==> src/rtl/wb_port_arbiter_pkg.sv <==
// Shared writeback types: unit index, instruction id and the registered
// writeback packet handed to the register-file / commit stage.
package wb_port_arbiter_pkg;

  localparam int MAX_WB_UNITS          = 8;
  localparam int MAX_POSSIBLE_REG_BITS = 32;
  localparam int LOG2_MAX_IDS          = 3;

  typedef logic [$clog2(MAX_WB_UNITS)-1:0] wb_unit_idx_t;
  typedef logic [LOG2_MAX_IDS-1:0]         id_t;

  typedef struct packed {
    id_t                              id;
    logic                             valid;
    logic [MAX_POSSIBLE_REG_BITS-1:0] data;
  } wb_packet_t;

  // Index of the lowest set bit (0 when the vector is empty).
  function automatic wb_unit_idx_t lowest_set(input logic [MAX_WB_UNITS-1:0] v);
    wb_unit_idx_t idx;
    idx = '0;
    for (int i = MAX_WB_UNITS - 1; i >= 0; i--) begin
      if (v[i]) idx = wb_unit_idx_t'(i);
    end
    return idx;
  endfunction

endpackage

==> src/rtl/wb_port_arbiter_picker.sv <==
// Round-robin priority picker: scans the request vector starting just after
// ptr (with wrap) and returns the first requester as one-hot and as an index.
module rr_priority_picker #(
  parameter int N = 4
) (
  input  logic [N-1:0]         req,
  input  logic [$clog2(N)-1:0] ptr,
  output logic [N-1:0]         grant,
  output logic [$clog2(N)-1:0] idx,
  output logic                 any
);

  localparam int IW = $clog2(N);

  logic [2*N-1:0] dbl;
  logic [N-1:0]   rot;

  assign dbl = {req, req};

  // Rotate so bit 0 is the unit after ptr, then priority-encode the lowest bit.
  // NOTE: every output gets a default before the loop so no latch is inferred.
  always_comb begin
    rot   = '0;
    idx   = '0;
    any   = 1'b0;
    grant = '0;
    for (int k = 0; k < N; k++) begin
      rot[k] = dbl[int'(ptr) + 1 + k];
    end
    for (int k = 0; k < N; k++) begin
      if (!any && rot[k]) begin
        any = 1'b1;
        idx = IW'((int'(ptr) + 1 + k) % N);
      end
    end
    if (any) grant = N'(1) << idx;
  end

endmodule

==> src/rtl/wb_port_arbiter.sv <==
// Writeback port arbiter: grants one done unit per accepted cycle using
// round-robin order, with a lowest-index override for units that have waited
// MAX_WAIT cycles, and registers the winner into a writeback packet.
module wb_port_arbiter
  import wb_port_arbiter_pkg::*;
#(
  parameter int NUM_UNITS = 4,
  parameter int MAX_WAIT  = 15,
  parameter int DATA_W    = MAX_POSSIBLE_REG_BITS
) (
  input  logic                                clk,
  input  logic                                rst_n,
  input  logic                                wb_stall,
  input  logic [NUM_UNITS-1:0]                unit_done,
  input  id_t  [NUM_UNITS-1:0]                unit_id,
  input  logic [NUM_UNITS-1:0][DATA_W-1:0]    unit_data,
  output logic [NUM_UNITS-1:0]                unit_ack,
  output wb_packet_t                          wb_out,
  output logic [$clog2(NUM_UNITS)-1:0]        wb_unit,
  output logic                                starve_event
);

  localparam int IW = $clog2(NUM_UNITS);

  logic [7:0]           wait_cnt [NUM_UNITS];
  logic [NUM_UNITS-1:0] starved;
  logic [NUM_UNITS-1:0] rr_grant;
  logic [NUM_UNITS-1:0] grant;
  logic [IW-1:0]        rr_ptr;
  logic [IW-1:0]        rr_idx;
  logic [IW-1:0]        grant_idx;
  logic                 rr_any;
  logic                 grant_any;
  logic                 force_grant;
  logic                 accept;

  // No grants while in reset or while writeback is suppressed.
  assign accept = rst_n & ~wb_stall;

  rr_priority_picker #(.N(NUM_UNITS)) picker (
    .req   (unit_done),
    .ptr   (rr_ptr),
    .grant (rr_grant),
    .idx   (rr_idx),
    .any   (rr_any)
  );

  // Units that are done and have waited long enough to override round robin.
  always_comb begin
    for (int i = 0; i < NUM_UNITS; i++) begin
      starved[i] = unit_done[i] && (wait_cnt[i] >= 8'(MAX_WAIT));
    end
  end

  // Grant selection: starved lowest index first, else the round-robin pick.
  always_comb begin
    grant       = '0;
    grant_idx   = '0;
    grant_any   = 1'b0;
    force_grant = 1'b0;
    if (accept) begin
      if (|starved) begin
        force_grant = 1'b1;
        grant_any   = 1'b1;
        grant_idx   = IW'(lowest_set(MAX_WB_UNITS'(starved)));
        grant       = NUM_UNITS'(1) << grant_idx;
      end else if (rr_any) begin
        grant_any = 1'b1;
        grant_idx = rr_idx;
        grant     = rr_grant;
      end
    end
  end

  assign unit_ack = grant;

  // Per-unit wait counters keep counting through stalls and saturate.
  // NOTE: the counters are control state, so every entry is reset explicitly.
  always_ff @(posedge clk or negedge rst_n) begin
    if (!rst_n) begin
      for (int i = 0; i < NUM_UNITS; i++) wait_cnt[i] <= '0;
    end else begin
      for (int i = 0; i < NUM_UNITS; i++) begin
        if (!unit_done[i] || grant[i]) wait_cnt[i] <= '0;
        else if (wait_cnt[i] < 8'(MAX_WAIT)) wait_cnt[i] <= wait_cnt[i] + 8'd1;
      end
    end
  end

  // Output packet, winner index and round-robin pointer; all frozen on stall.
  // NOTE: sequential state uses non-blocking assignments so every register
  // samples pre-edge values regardless of statement order.
  always_ff @(posedge clk or negedge rst_n) begin
    if (!rst_n) begin
      wb_out       <= '0;
      wb_unit      <= '0;
      starve_event <= 1'b0;
      rr_ptr       <= IW'(NUM_UNITS - 1);
    end else if (accept) begin
      wb_out.valid <= grant_any;
      starve_event <= force_grant;
      if (grant_any) begin
        wb_out.id   <= unit_id[grant_idx];
        wb_out.data <= MAX_POSSIBLE_REG_BITS'(unit_data[grant_idx]);
        wb_unit     <= grant_idx;
        rr_ptr      <= grant_idx;
      end
    end else begin
      starve_event <= 1'b0;
    end
  end

endmodule

==> config.mk <==
export PLATFORM = sky130hd
export DESIGN_NAME = wb_port_arbiter
export DESIGN_NICKNAME = d
export VERILOG_FILES = /design/src/rtl/wb_port_arbiter_pkg.sv /design/src/rtl/wb_port_arbiter_picker.sv /design/src/rtl/wb_port_arbiter.sv
export SDC_FILE = /design/constraint.sdc
export NUM_CORES = 1
export LEC_CHECK = 0
export ABC_AREA = 1
export CORE_UTILIZATION = 45
export DETAILED_ROUTE_END_ITERATION = 12
export PLACE_DENSITY = 0.89
export REMOVE_ABC_BUFFERS = 1
export SLEW_MARGIN = 10
export SYNTH_ARGS = -nofsm -noshare
export SYNTH_HDL_FRONTEND = slang
export SYNTH_SLANG_ARGS = --single-unit
export TNS_END_PERCENT = 5
==> constraint.sdc <==
create_clock -name clk -period 2.45 [get_ports clk]
set_input_delay 0.49 -clock clk [delete_from_list [all_inputs] [get_ports clk]]
set_output_delay 0.49 -clock clk [all_outputs]
set_load 0.02 [all_outputs]
==> flow_summary.json <==
{
  "outcome": "complete, but fails checks",
  "violations": "setup timing",
  "cts.sinks": 73,
  "cp_top_family": "simple AND/OR/NAND/NOR gates",
  "port-buffer-count": 189,
  "fmax_mhz": 349,
  "vdd_ir_drop_max_mv": 0.704,
  "synth_cells": 663,
  "drive_above_1_share_pct": 20.4,
  "ys_warn_count": 0,
  "synth_edf_count": 0,
  "dieArea_sq_um": 11300,
  "clkTransAtPathRegs_ps": 90,
  "setup_viol": 40,
  "multiInputGateArea_sq_um": 2750,
  "cts_tree": "yes",
  "start_util_pct": 46.8,
  "drv_slew": 0,
  "wire_per_inst_um": 15.8,
  "antenna_found_initial": 0,
  "antennaDiodeCount": 0,
  "synth.most_common_cell": "nand2_1",
  "p_per_area_nw_per_um2": 986,
  "clock_skew_ps": 18.0,
  "required_ps": 1960,
  "io_pins": 190,
  "grt_pass1_wl_um": 25800,
  "htreeDepth": 3,
  "nFillCells": 776,
  "core_area_sq_um": 10400,
  "r2r_start": "rr_ptr[0]",
  "register_area_sq_um": 1830,
  "p_leak_nw": 3.69,
  "yosysTopAreaCell": "dfrtp_1",
  "rows": 37,
  "synth-async-reset-ratio_pct": 100,
  "hold_path.class": "in -> async",
  "syn2layout_area_growth_pct": 57.5,
  "gp_congestion": 0.888,
  "path_cells": "inv_4 > nand2_1 > nand2_2 > nand2_1 > nand2_2 > nor2_4 > nand4_1 > nand3_4 > nand3_4 > nor2_4 > buf_6",
  "worst-path-buf-inv": 2,
  "relSlewSlack_pct": 38.5,
  "grt_max_degree": 74,
  "utilization_pct": 73.8,
  "root_buffer": "clkbuf_8",
  "die_w_um": 106,
  "drcViolationCount": 0,
  "ys_dominant_reg_cell": "dfrtp_1",
  "cts_made_buffers": 9,
  "synth_cell_type_count": 31,
  "hold_violations": 0,
  "num_vias": 5601,
  "final.setup.worst_slack_ps": -416,
  "crit_start": "rr_ptr[0]",
  "totalWireLength_um": 16300,
  "rsz0062_at_grt": "yes",
  "cap_violations": 0,
  "max_stage_delay_ps": 560,
  "clkLatencyLatePin_ps": 350,
  "ys_seq_elements": 73,
  "grt.total_usage_pct": 28.8,
  "synth.avg_cell_area_sq_um": 7.36,
  "synth_area_sq_um": 4880,
  "drt-pass1-iter-count": 5,
  "synthTopCellsByArea": "dfrtp_1, nand2_1, nand4_1, nand3_1, nand3_2",
  "overflow": 0,
  "drt_iter0_drc": 338,
  "ys_seq_area_share_pct": 37.5,
  "critPathArrivalTime_ps": 2380,
  "grt_pass1_vias": 5440,
  "path_class": "reg -> out",
  "avgViaCountPerCell": 5.43,
  "tightest_slew_ps": 922,
  "total_power_mw": 7.58,
  "fin_crit_ps": 2870,
  "cts_max_path_buffers": 2,
  "end_kind": "output port",
  "synth_commonest_cells": "nand2_1, nand3_1, nand4_1, dfrtp_1, inv_1",
  "ant_nets": 0,
  "crit_path_max_fanout": 6,
  "synth_top_area_share_pct": 36.4,
  "period_share_pct": 117,
  "dpl.hpwl_um": 10600,
  "die_y_um": 106,
  "start_kind": "flip-flop",
  "cp_slowest_cell": "dfstp_2",
  "nets": 1043,
  "cts_hold_buffers": 0
}
[power breakdown]
part / internal, mW / switching [mW] / leakage (nW)
Sequential: 1.58 / 0.220 / 0.945
Clock: 0.491 / 0.456 / 0.0981
Combinational: 2.05 / 2.79 / 2.65
[cell families after synthesis]
family	count (synthesis)	synth area share, %
buffers and inverters	87	9.49
adder cells (fa/ha/maj)	4	1.03
AO/OA/AOI/OAI	10	1.08
flip-flops	73	37.5
XOR/XNOR	6	1.08
AND/OR/NAND/NOR	483	49.8
[per-layer routing]
layer | wire (um) | track usage [%] | up-vias
li1 | - | - | 2693
met1 | 6330 | 32.4 | 2627
met2 | 8380 | 51.3 | 231
met3 | 951 | 5.82 | 50
met4 | 609 | 14.8 | 0
met5 | 0 | 0 | -
[cell usage in the layout, fill, tap and decap left out, types with 22 or more instances in the layout]
cell             instances
buf_4                   62
clkdlybuf4s50_1        181
dfrtp_1                 71
inv_1                   35
nand2_1                197
nand2_2                 22
nand3_1                 95
nand3_2                 30
nand4_1                 80
nor2_1                  29
[flip-flops by register name, indices dropped and copies added, names as in the netlist]
name          count
starve_event      1
rr_ptr            2
wait_cnt         32
wb_out           36
wb_unit           2
[cell type report]
type,count,share of cell area [%]
Sequential cell,73,23.8
Multi-Input combinational cell,503,35.8
Tap cell,136,2.21
Clock buffer,10,1.79
Clock inverter,5,0.733
Timing Repair Buffer,263,33.5
Inverter,42,2.15
[through the flow]
stage | hold WS, ps | setup TNS [ps] | cells | area [sq um] | setup slack (ps)
final | 367 | -10060 | 1032 | 7680 | -416
after global placement | 450 | -20110 | 1006 | 7150 | -700
after CTS | 409 | -1510 | 1029 | 7550 | -285
after floorplan | 194 | -70160 | 618 | 4580 | -1470
after global routing | 441 | -13690 | 1032 | 7680 | -478
after detailed placement | 458 | -22520 | 1006 | 7150 | -716
[path summary, 6_finish.rpt]
path,end,slack (ps),cells after the start
worst max-delay path,unit_ack[1],-420,11
worst min-delay path,wait_cnt[3],370,2
worst max register to register,wb_out[5],-280,16
worst min register to register,wb_out[29],480,2
max in group asynchronous,wb_out[12],1460,2
min in group clk,wb_out[29],480,2
[timing repair]
item,in CTS,in global routing
buffers inserted,8,3
resized for setup,63,29
pin swaps,15,16
setup endpoints to repair,39,49
No activity file was read; power rests on OpenSTA's default activity.
